**src/rtl/regfile_scoreboard.sv**
```systemverilog
// Decode-stage architectural register file with writeback bypass and a
// per-register pending-write scoreboard that stalls issue on RAW hazards
// or when a destination already has the maximum number of writes in flight.
module regfile_scoreboard #(
    parameter int DATA_W   = 16,
    parameter int NREG     = 8,
    parameter int MAX_PEND = 3,
    parameter int AW       = $clog2(NREG),
    parameter int CW       = 2
) (
    input  logic              clk,
    input  logic              rst,
    input  logic [AW-1:0]     rdAddr1,
    input  logic [AW-1:0]     rdAddr2,
    input  logic              rdEn1,
    input  logic              rdEn2,
    output logic [DATA_W-1:0] rdData1,
    output logic [DATA_W-1:0] rdData2,
    input  logic              issue,
    input  logic              issueWrite,
    input  logic [AW-1:0]     issueDst,
    input  logic              wbEn,
    input  logic [AW-1:0]     wbAddr,
    input  logic [DATA_W-1:0] wbData,
    output logic              stall,
    output logic              pendAny,
    output logic              err
);

    logic [DATA_W-1:0] regs     [NREG];
    logic [CW-1:0]     pend_cnt [NREG];
    logic              err_q;

    logic [CW-1:0] eff1, eff2, eff_dst;
    logic          hazard;
    logic          accept;
    logic          inc_en;

    // Pending count seen by this cycle's issue once the concurrent writeback retires.
    function automatic logic [CW-1:0] eff_pend(input logic [AW-1:0] a,
                                               input logic [CW-1:0] cnt,
                                               input logic          wb_en,
                                               input logic [AW-1:0] wb_addr);
        logic [CW-1:0] r;
        r = cnt;
        if (wb_en && (wb_addr == a) && (cnt != '0))
            r = cnt - 1'b1;
        return r;
    endfunction

    // Bypassed read ports, hazard detection and stall generation.
    always_comb begin
        rdData1 = (wbEn && (wbAddr == rdAddr1)) ? wbData : regs[rdAddr1];
        rdData2 = (wbEn && (wbAddr == rdAddr2)) ? wbData : regs[rdAddr2];

        eff1    = eff_pend(rdAddr1, pend_cnt[rdAddr1], wbEn, wbAddr);
        eff2    = eff_pend(rdAddr2, pend_cnt[rdAddr2], wbEn, wbAddr);
        eff_dst = eff_pend(issueDst, pend_cnt[issueDst], wbEn, wbAddr);

        hazard  = (rdEn1 && (eff1 != '0))
               || (rdEn2 && (eff2 != '0))
               || (issueWrite && (eff_dst == CW'(MAX_PEND)));
        stall   = issue && hazard;
        accept  = issue && !hazard;
        inc_en  = accept && issueWrite;
    end

    // Any register with a write still in flight, from registered state only.
    always_comb begin
        pendAny = 1'b0;
        for (int unsigned r = 0; r < NREG; r++)
            if (pend_cnt[AW'(r)] != '0)
                pendAny = 1'b1;
    end

    assign err = err_q;

    // Register storage, scoreboard counters and sticky error flag.
    always_ff @(posedge clk) begin
        if (rst) begin
            for (int unsigned r = 0; r < NREG; r++) begin
                regs[AW'(r)]     <= '0;
                pend_cnt[AW'(r)] <= '0;
            end
            err_q <= 1'b0;
        end else begin
            if (wbEn)
                regs[wbAddr] <= wbData;
            for (int unsigned r = 0; r < NREG; r++) begin
                // Increment and decrement of the same register cancel; an
                // unmatched writeback on an empty counter only flags an error.
                if (inc_en && (issueDst == AW'(r)) && !(wbEn && (wbAddr == AW'(r)))) begin
                    pend_cnt[AW'(r)] <= pend_cnt[AW'(r)] + 1'b1;
                end else if (wbEn && (wbAddr == AW'(r)) && !(inc_en && (issueDst == AW'(r)))) begin
                    if (pend_cnt[AW'(r)] != '0)
                        pend_cnt[AW'(r)] <= pend_cnt[AW'(r)] - 1'b1;
                    else
                        err_q <= 1'b1;
                end
            end
        end
    end

endmodule
```
**config.mk**
```make
export PLATFORM = sky130hd
export DESIGN_NAME = regfile_scoreboard
export DESIGN_NICKNAME = d
export VERILOG_FILES = /design/src/rtl/regfile_scoreboard.sv
export SDC_FILE = /design/constraint.sdc
export NUM_CORES = 1
export LEC_CHECK = 0
export ABC_AREA = 1
export CORE_UTILIZATION = 55
export CTS_BUF_LIST = sky130_fd_sc_hd__clkbuf_2 sky130_fd_sc_hd__clkbuf_4 sky130_fd_sc_hd__clkbuf_8
export DETAILED_ROUTE_END_ITERATION = 7
export PLACE_DENSITY = 0.82
export SYNTH_ARGS = -nofsm -noshare
export SYNTH_HDL_FRONTEND = slang
export SYNTH_SLANG_ARGS = --single-unit
```
**constraint.sdc**
```tcl
create_clock -name clk -period 2.6 [get_ports clk]
set_input_delay 0.65 -clock clk [delete_from_list [all_inputs] [get_ports clk]]
set_output_delay 0.65 -clock clk [all_outputs]
set_load 0.02 [all_outputs]
```
==> results_dict.tcl, run 1 <==
set metrics [dict create \
    status "finished with violations" \
    violations "design-rule violations, negative setup slack" \
    fin_nets 1433 \
    synth_ff_type "edfxtp_1" \
    hold_buffers 0 \
    numCtsBuffers 17 \
    whs_ps 667.6 \
    root_buffer "clkbuf_8" \
    initial_core_util 0.5668 \
    io_buffers 69 \
    ioPinCount 70 \
    antenna_left 0 \
    tns_ps -11100 \
    worstHoldStart "err$_SDFF_PP0_" \
    period_minus_slack_ps 3136 \
    synth_area_leaders "edfxtp_1, nor2_1, nand2_1" \
    die_h_um 130.2 \
    grt_pass1_vias 9167 \
    synth_cell_type_count 35 \
    clock.fmax_ghz 0.3189 \
    ys_ff_latch 145 \
    drive_gt1_frac 0.3191 \
    remaining_drc_errors 6 \
    globalRouteOverflowTotal 0 \
    coreArea_mm2 0.01594 \
    num_vias 10640 \
    rr_startpoint "pend_cnt[6][1]$_SDFFCE_PP0P_" \
    grt_pass1_wl_mm 48.85 \
    max_slew_margin 0.5143 \
    ys_seq_area_frac 0.4808 \
    cap_violations 0 \
    r2r_cells 23 \
    finalSetupViolations 53 \
    fin_crit_sh 1.206 \
    drt-total-wl_mm 37.73 \
    rows 46 \
    area_growth_pct 45.15 \
    post_dp_cell_area_mm2 0.01096 \
    grt_max_degree 38 \
    drt-initial-drc-count 1989 \
    path_max_fanout 3 \
    endpoint_kind "primary output" \
    synthArstFlopShare 0 \
    worst_ep_arrival_time_ps 2490 \
    slew_viol_final 0 \
    post-route-util 0.8227 \
    clockBufferDepth 2 \
    syn_area_mm2 0.009036 \
    vias_per_cell 6.558 \
    synth_top_area_frac 0.4785 \
    synth_area_per_cell_um2 7.723 \
    rsz0062_at_grt "true" \
    r2r_setup_slack_ps -440 \
    hold_class "reg2reg" \
    cts.htree.levels 4 \
    first_pass_iters 8 \
    num_antenna_cells 0 \
    power_density_mw_per_mm2 497.4 \
    hold_violations 0 \
    clk_pin_slew_ps 90 \
    fin_skew_ps 6.115 \
    tightest_slew_ps 727.8 \
    dp_hpwl_mm 20.03 \
    peakVddDrop_mv 0.3948 \
    yosys.cell_count.top_type "nor2_1" \
    synthTopCellsByCount "nor2_1, nand2_1, edfxtp_1" \
    fin_ws_ps -535.6 \
    worstReg2RegEnd "err$_SDFF_PP0_" \
    start_kind "register" \
    leakagePower_uw 0.005528 \
    worstSkewPairLatency_ps 480 \
    crit_type "reg2out" \
    finalInstanceArea_mm2 0.01312 \
    yosys.area.top_type "edfxtp_1" \
    dieArea_mm2 0.01695 \
    grtUsageTotal 0.3910 \
    syn_nets 1209 \
    gp_congestion 0.9133 \
    whs_path_depth 4 \
    syn-instance-count 1170 \
    critPathRequiredTime_ps 1950 \
    cts.sinks 145 \
    wl_per_cell_um 23.25 \
    cts_tree "built" \
    synth-edff-count 144 \
    yosys_warnings 0 \
    antenna_found_initial 0 \
    die-width_um 130.2 \
    whs_endpoint "err$_SDFF_PP0_" \
]
placed cells by master (no fill, tap or decap), drive strengths merged, types with 4 or more instances in the layout:
| cell type | Yosys | layout |
|---|---|---|
| a21oi | 65 | 65 |
| buf | 18 | 242 |
| clkbuf | 54 | 28 |
| clkdlybuf4s50 | 0 | 22 |
| clkinv | 19 | 23 |
| edfxtp | 144 | 144 |
| ha | 4 | 4 |
| inv | 110 | 116 |
| nand2 | 200 | 200 |
| nand3 | 116 | 116 |
| nor2 | 216 | 216 |
| o211ai | 62 | 62 |
| o21ai | 139 | 139 |
| o22ai | 5 | 5 |
worst max-delay path, cell delays in order (launching register included):
cell and delay (ps):
edfxtp_1 480, buf_6 180, inv_2 90, nand2_1 60, nand3_1 80, nand3_1 120, nand2_2 130, ha_2 190
nand3b_1 120, nand3_1 90, nand3_1 90, nand2_2 80, nor2_4 140, nor2_4 40, buf_6 120
layer usage:
layer  track usage  wire [um]  part of all wire  vias to the layer above
met5             0         54            0.0014                        -
met4        0.2059       2735             0.072                        2
met3        0.1119       5837              0.15                      307
met2        0.6029      16500              0.44                     1072
met1        0.5001      12600              0.33                     4829
li1              -          -                 -                     4433
registers in the layout, summed over array words and instances (netlist names):
signal and flops:
err 1, pend_cnt 16, regs 128
area by class of cell:
| cell class | instances | area (um2) |
|---|---|---|
| timing repair buffer | 277 | 2983 |
| sequential | 145 | 4344 |
| clock buffer | 17 | 234.0 |
| multi-input combinational | 824 | 4606 |
| tap | 216 | 270.3 |
| fill | 874 | 2826 |
| inverter | 129 | 500.5 |
| clock inverter | 15 | 178.9 |
cell families after synthesis:
| group | Yosys count | share of synthesized area |
|---|---|---|
| buf+inv | 201 | 0.08959 |
| mux | 1 | 0.001108 |
| compound gates | 273 | 0.1711 |
| xor+xnor | 3 | 0.002908 |
| simple gates | 543 | 0.2490 |
| flops | 145 | 0.4808 |
| fa+ha+maj | 4 | 0.005539 |
how the worst max path moves through the flow:
stage / depth (start not counted) / start / to
after floorplan: 19 / rdAddr1[0] / pend_cnt[0][0]$_SDFFCE_PN0P_
after global placement: 20 / issueDst[0] / stall
after detailed placement: 20 / issueDst[0] / stall
after CTS: 18 / pend_cnt[6][1]$_SDFFCE_PP0P_ / stall
after global routing: 18 / pend_cnt[6][1]$_SDFFCE_PP0P_ / stall
final: 14 / pend_cnt[6][1]$_SDFFCE_PP0P_ / stall
power breakdown:
group | internal, uW | switching [uW]
logic | 750 | 1060
clock network | 882 | 1030
registers | 2720 | 81.9
total | 4350 | 2170
metrics by stage:
| step | total power (uW) | setup slack [ps] | instances |
|---|---|---|---|
| 2_1_floorplan | 3531 | -189.2 | 1170 |
| 3_3_place_gp | 4126 | -1354 | 1529 |
| 3_5_place_dp | 4162 | -1416 | 1529 |
| 4_1_cts | 6112 | -437.5 | 1590 |
| 5_1_grt | 6662 | -625.9 | 1623 |
| 6_report | 6524 | -535.6 | 1623 |
repair_timing:
item | CTS | global route
setup buffers | 24 | 31
resized for setup | 380 | 199
endpoints found under the setup margin | 65 | 64
gates cloned | 6 | 10
pin swaps | 38 | 63
(Power assumes the default switching activity.)
==> inputs of run 2 (changes only) <==
Settings changed: CORE_MARGIN set to 2.
==> run 2 against run 1 <==
Against the previous run:
- the flow finishes with violations (negative setup slack)
- first-iteration DRC count shrank 9.4%
- worst setup slack worse by 15 ps
- global-route usage decreased by 2.6 points
- routed wire length decreased by 7.1%
- critical endpoint unchanged
==> results_dict.tcl, run 2 (synthesized netlist as in run 1, its figures left out) <==
set metrics [dict create \
    violations "negative setup slack" \
    largest_reg_flops 128 \
    grtUsageTotal 0.3655 \
    antenna_left 0 \
    regArea_mm2 0.004344 \
    use_met1 0.4660 \
    root_buffer "clkbuf_8" \
    grt_pass1_wl_mm 49.05 \
    peakVddDrop_mv 0.4004 \
    p_switching_uw 2054 \
    die-width_um 132.2 \
    drt-total-wl_mm 35.05 \
    gr-usage-met2 0.5689 \
    status "finished with violations" \
    grt_max_degree 66 \
    regMostFlops "regs" \
    cts_tree "built" \
    num_antenna_cells 0 \
    total_power_uw 6338 \
    cts.htree.levels 4 \
    hold_class "reg2reg" \
    fillers 936 \
    clk_pin_slew_ps 90 \
    post_dp_cell_area_mm2 0.01095 \
    seq_power_share 0.440 \
    layout_common_cells "nor2_1, nand2_1, edfxtp_1, buf_4, o21ai_0" \
    internal_power_uw 4284 \
    drt-initial-drc-count 1803 \
    numCtsBuffers 17 \
    worstSkewPairLatency_ps 470 \
    whs_ps 671.9 \
    drive_gt1_frac 0.2979 \
    path_max_fanout 2 \
    slew_viol_final 0 \
    rsz0062_at_grt "true" \
    finalInstanceArea_mm2 0.01262 \
    hold_violations 0 \
    grt_busiest_layer "met2" \
    fin_crit_sh 1.212 \
    coreArea_mm2 0.01594 \
    grt_pass1_vias 9174 \
    die_h_um 132.2 \
    io_buffers 69 \
    leakagePower_uw 0.005263 \
    fin_skew_ps 6.271 \
    vias_per_cell 6.452 \
    clockBufferDepth 2 \
    start_kind "register" \
    dp_slack_ps -1381 \
    critPathRequiredTime_ps 1950 \
    netSwitchingFraction 0.3241 \
    power_density_mw_per_mm2 502.2 \
    crit_type "reg2out" \
    dieArea_mm2 0.01747 \
    fin_ws_ps -550.3 \
    use_met3 0.1161 \
    tightest_slew_ps 800.1 \
    rows 46 \
    ioPinCount 70 \
    cap_violations 0 \
    wl_per_cell_um 21.92 \
    p_comb_frac 0.267 \
    antenna_found_initial 1 \
    period_minus_slack_ps 3150 \
    hold_buffers 0 \
    area_growth_pct 39.67 \
    rr_startpoint "pend_cnt[4][1]$_SDFFCE_PN0P_" \
    globalRouteOverflowTotal 0 \
    gp_congestion 0.9810 \
    dp_hpwl_mm 18.99 \
    endpoint_kind "primary output" \
    max_slew_margin 0.4660 \
    worst_ep_arrival_time_ps 2500 \
    num_vias 10320 \
    fin_nets 1409 \
    clock.fmax_ghz 0.3174 \
    cts.sinks 145 \
    final_common_cell "nor2_1" \
    first_pass_iters 7 \
    r2r_setup_slack_ps -380 \
    finalSetupViolations 54 \
    p_clk_frac 0.293 \
    initial_core_util 0.5668 \
    worstHoldStart "err$_SDFF_PP0_" \
    crit_path_start "pend_cnt[7][1]$_SDFFCE_PP0P_" \
    remaining_drc_errors 0 \
    multi_input_area_mm2 0.004546 \
]
-- run 2: cell types whose count changed in the layout (fill, tap and decap cells not counted), moves of 4 or more --
cell	change
o21ai_0	+27
a21oi_1	+9
clkbuf_16	-9
o21ai_2	+6
nand2_1	+7
a21oi_2	-9
o21ai_1	-31
nand2_4	-5
nand3_1	+4
buf_12	-6
buf_4	-10
-- run 2: timing repair --
item,CTS,global route
pin swaps,40,50
cloned,7,1
gates resized for setup,366,154
setup buffers,26,9
endpoints found under the setup margin,65,65
-- run 2: final timing paths --
path,to,depth (start not counted)
max,stall,18
min,err$_SDFF_PP0_,4
max reg2reg,pend_cnt[1][1]$_SDFFCE_PN0P_,20
min reg2reg,err$_SDFF_PP0_,4
-- run 2: final cells by class --
| cell class | count | share of cell area |
|---|---|---|
| timing repair buffer | 252 | 0.2023 |
| clock buffer | 18 | 0.01913 |
| tap | 216 | 0.02141 |
| sequential | 145 | 0.3442 |
| inverter | 129 | 0.04015 |
| timing repair inverter | 1 | 0.0004957 |
| multi-input combinational | 824 | 0.3602 |
| clock inverter | 14 | 0.01209 |
-- run 2: power by group through the flow --
stage | combinational, uW | clock (uW) | sequential [uW]
6_report | 1690 | 1860 | 2790
2_1_floorplan | 712 | 0 | 2820
4_1_cts | 1460 | 1810 | 2780
3_5_place_dp | 1330 | 0 | 2830
5_1_grt | 1770 | 1920 | 2800
3_3_place_gp | 1300 | 0 | 2820
-- run 2: worst max-delay path, stage by stage, from the launching register on --
cell and delay (ps):
edfxtp_1 430, nand2_1 90, nand2_1 90, nand2_1 50, nand2_1 60, nand2_1 50
nand2_2 80, inv_2 50, ha_4 150, nor2_2 80, o21ai_1 80, nor2_1 100
nand2_1 90, nor2_1 110, nand2_1 100, a21oi_4 150, nor2_4 60, nor2_4 80
buf_6 120
-- run 2: per-stage QoR --
| stage | util | std cells | TNS [ps] |
|---|---|---|---|
| after floorplan | - | 1170 | -2691 |
| after global placement | 0.6866 | 1527 | -57120 |
| after detailed placement | 0.6866 | 1527 | -60170 |
| after CTS | 0.7531 | 1591 | -3032 |
| after global routing | 0.7916 | 1599 | -14120 |
| final | 0.7916 | 1599 | -10100 |
-- run 2: layer usage --
layer,routed length (um),up-vias
li1,-,4384
met1,11830,4701
met5,0,-
met3,5022,267
met2,15860,965
met4,2335,0
==> variant: new RTL, flow settings as in run 2 <==
`DATA_W`: 16 -> 14.
--- a/src/rtl/regfile_scoreboard.sv
+++ b/src/rtl/regfile_scoreboard.sv
@@ -2,7 +2,7 @@
 // per-register pending-write scoreboard that stalls issue on RAW hazards
 // or when a destination already has the maximum number of writes in flight.
 module regfile_scoreboard #(
-    parameter int DATA_W   = 16,
+    parameter int DATA_W   = 14,
     parameter int NREG     = 8,
     parameter int MAX_PEND = 3,
     parameter int AW       = $clog2(NREG),
Interface: changed (resized rdData1, rdData2 and wbData); port bits go from 70 to 64. The function was not compared with the original's and may differ.
==> variant against run 2 <==
- the flow still finishes with violations (setup timing)
- total power is 9.4% lower
- sequential cell count shrank 16
- clock power down 4%
- setup slack lost 100 ps
- maximum frequency fell by 3.2%
- synthesized cell count is 7.4% lower
- synthesized area is 9.0% lower
- via count decreased by 9.5%
- routed wire length fell by 12%
- final cell count shrank 8.2%
- cell area is 9.8% lower
==> variant: results (changes against run 2) <==
| Metric | Value |
|---|---|
| Seq pwr share | `43.2% (-0.8 points)` |
| Top cells by count, synth | `nand2_1, nor2_1, edfxtp_1` |
| Synth cell types | `33 (-5.7%)` |
| CP max stage delay | `490 ps (+60 ps)` |
| Biggest fanout along the worst timing path | `3 (+1)` |
| DP HPWL | `17.4 mm (-8.2%)` |
| 1st-iter DRT viols | `1770 (-1.8%)` |
| Violated checks | `setup timing` |
| Slew HR | `53.1% (+6.5 points)` |
| Ranking of synthesized cells by area | `edfxtp_1, nand2_1, nor2_1` |
| Top_reg_cell synth | `edfxtp_1` |
| Global-route wire length before repair | `43.7 mm (-11%)` |
| Seq/Total Area, Yosys | `47.0% (-1.1 points)` |
| Reg-to-Reg End | `pend_cnt[4][1]` |
| Vias in the first global route | `8375 (-8.7%)` |
| Pre-antenna DRT Iters | `7 (unchanged)` |
| Clock network power | `1.78 mW (-4%)` |
| Wirelength per Cell | `20.9 um (-4.6%)` |
| Max VDD drop | `0.311 mV (-22%)` |
| Global Route Usage Sum | `35.5% (-1.0 points)` |
| Fill count | `864 (-7.7%)` |
| Clock-pin slew on the worst setup and hold paths | `80 ps` |
| Final WS setup | `-655 ps (-104 ps)` |
| Worst reg2reg setup slack | `-590 ps (-210 ps)` |
| Syn Nets | `1121 (-7.3%)` |
| Largest net degree at the start of global routing | `30 (-55%)` |
| Reg-to-reg critical path startpoint | `pend_cnt[3][0]` |
| Leakage | `4.83 nW (-8.2%)` |
| WHS Endpoint | `err` |
| Inst Count DP | `1399 (-8.4%)` |
| Power Dens Cells | `504 nW/um^2 (+0.45%)` |
| Number of flops mapped to enable cells by yosys | `128 (-11%)` |
| Layout cells sized above 1 | `28.8% (-0.97 points)` |
| PostCTS Resize Cnt | `287 (-22%)` |
| CTS root buffer | `clkbuf_8` |
| Final Non-Filler Cells | `1468 (-8.2%)` |
| Nets | `1308 (-7.2%)` |
| Detailed-route via count | `9333 (-9.5%)` |
| Hold Path Origin | `err` |
| IO Port Bufs | `63 (-8.7%)` |
| RePlAce Congestion | `0.900 (-8.2%)` |
| Worst Path Arrival | `2600 ps (+100 ps)` |
| Post CTS Setup Buffer Count | `21 (-19%)` |
| Worst Skew | `5.03 ps (-1.24 ps)` |
| Final setup fails | `36 (-33%)` |
| Switching Share | `30.5% (-1.9 points)` |
| Antenna violations before repair | `0 (-1)` |
| Run status | `finished with violations` |
| Largest register FFs | `112 (-13%)` |
| Worst R2R Path Depth | `23 (+15%)` |
| Synthesized area per cell | `7.59 um^2 (-1.8%)` |
| Clock Latency Late Sink | `450 ps (-20 ps)` |
[variant: worst max-delay path by stage]
stage | from | to | slack (ps)
global route | pend_cnt[3][0] | stall | -680
detailed placement | issueDst[0] | stall | -1350
floorplan | rdAddr1[0] | pend_cnt[0][0] | -200
CTS | pend_cnt[0][0] | stall | -400
global placement | issueDst[0] | stall | -1310
finish | pend_cnt[3][0] | stall | -650
[variant: per-layer routing]
metal | up-vias | GRT usage, % | routed length (um)
li1 | 4049 | - | -
met5 | - | 0 | 0
met3 | 215 | 7.69 | 4430
met2 | 875 | 55.9 | 14100
met4 | 0 | 16.7 | 1750
met1 | 4194 | 47.2 | 10400
[variant: kinds of logic (layout without fill, tap and decap cells)]
group           Yosys count  count (layout)  share of synthesized area (%)
compound gates          247             247                           17.0
flops                   129             129                           47.0
xor+xnor                  2               2                          0.213
fa+ha+maj                 4               4                          0.609
buf+inv                 192             392                           9.59
simple gates            510             510                           25.6
[variant: worst min-delay path: stages (launching register included)]
cell	delay [ps]
dfxtp_1	340
a21oi_1	50
nand3_1	70
nor2_1	40
nor2_1	70
[variant: area by class of cell]
| cell class | instances | area [um^2] | share of cell area, % |
|---|---|---|---|
| well taps | 184 | 230 | 2.02 |
| clock inverters | 13 | 159 | 1.40 |
| multi-input cells | 763 | 4070 | 35.8 |
| flip-flops and latches | 129 | 3860 | 33.9 |
| inverters | 125 | 498 | 4.37 |
| repair buffers | 235 | 2320 | 20.3 |
| clock buffers | 19 | 249 | 2.19 |
[variant: through the flow]
stage                     TNS [ps]  hold WS, ps  area [um^2]  setup WS (ps)
after floorplan              -2740          573         8310           -200
after global placement      -49060          570        10000          -1310
after detailed placement    -51700          575        10000          -1350
after CTS                    -5910          598        11000           -398
after global routing        -17100          653        11400           -679
final                       -15260          595        11400           -655
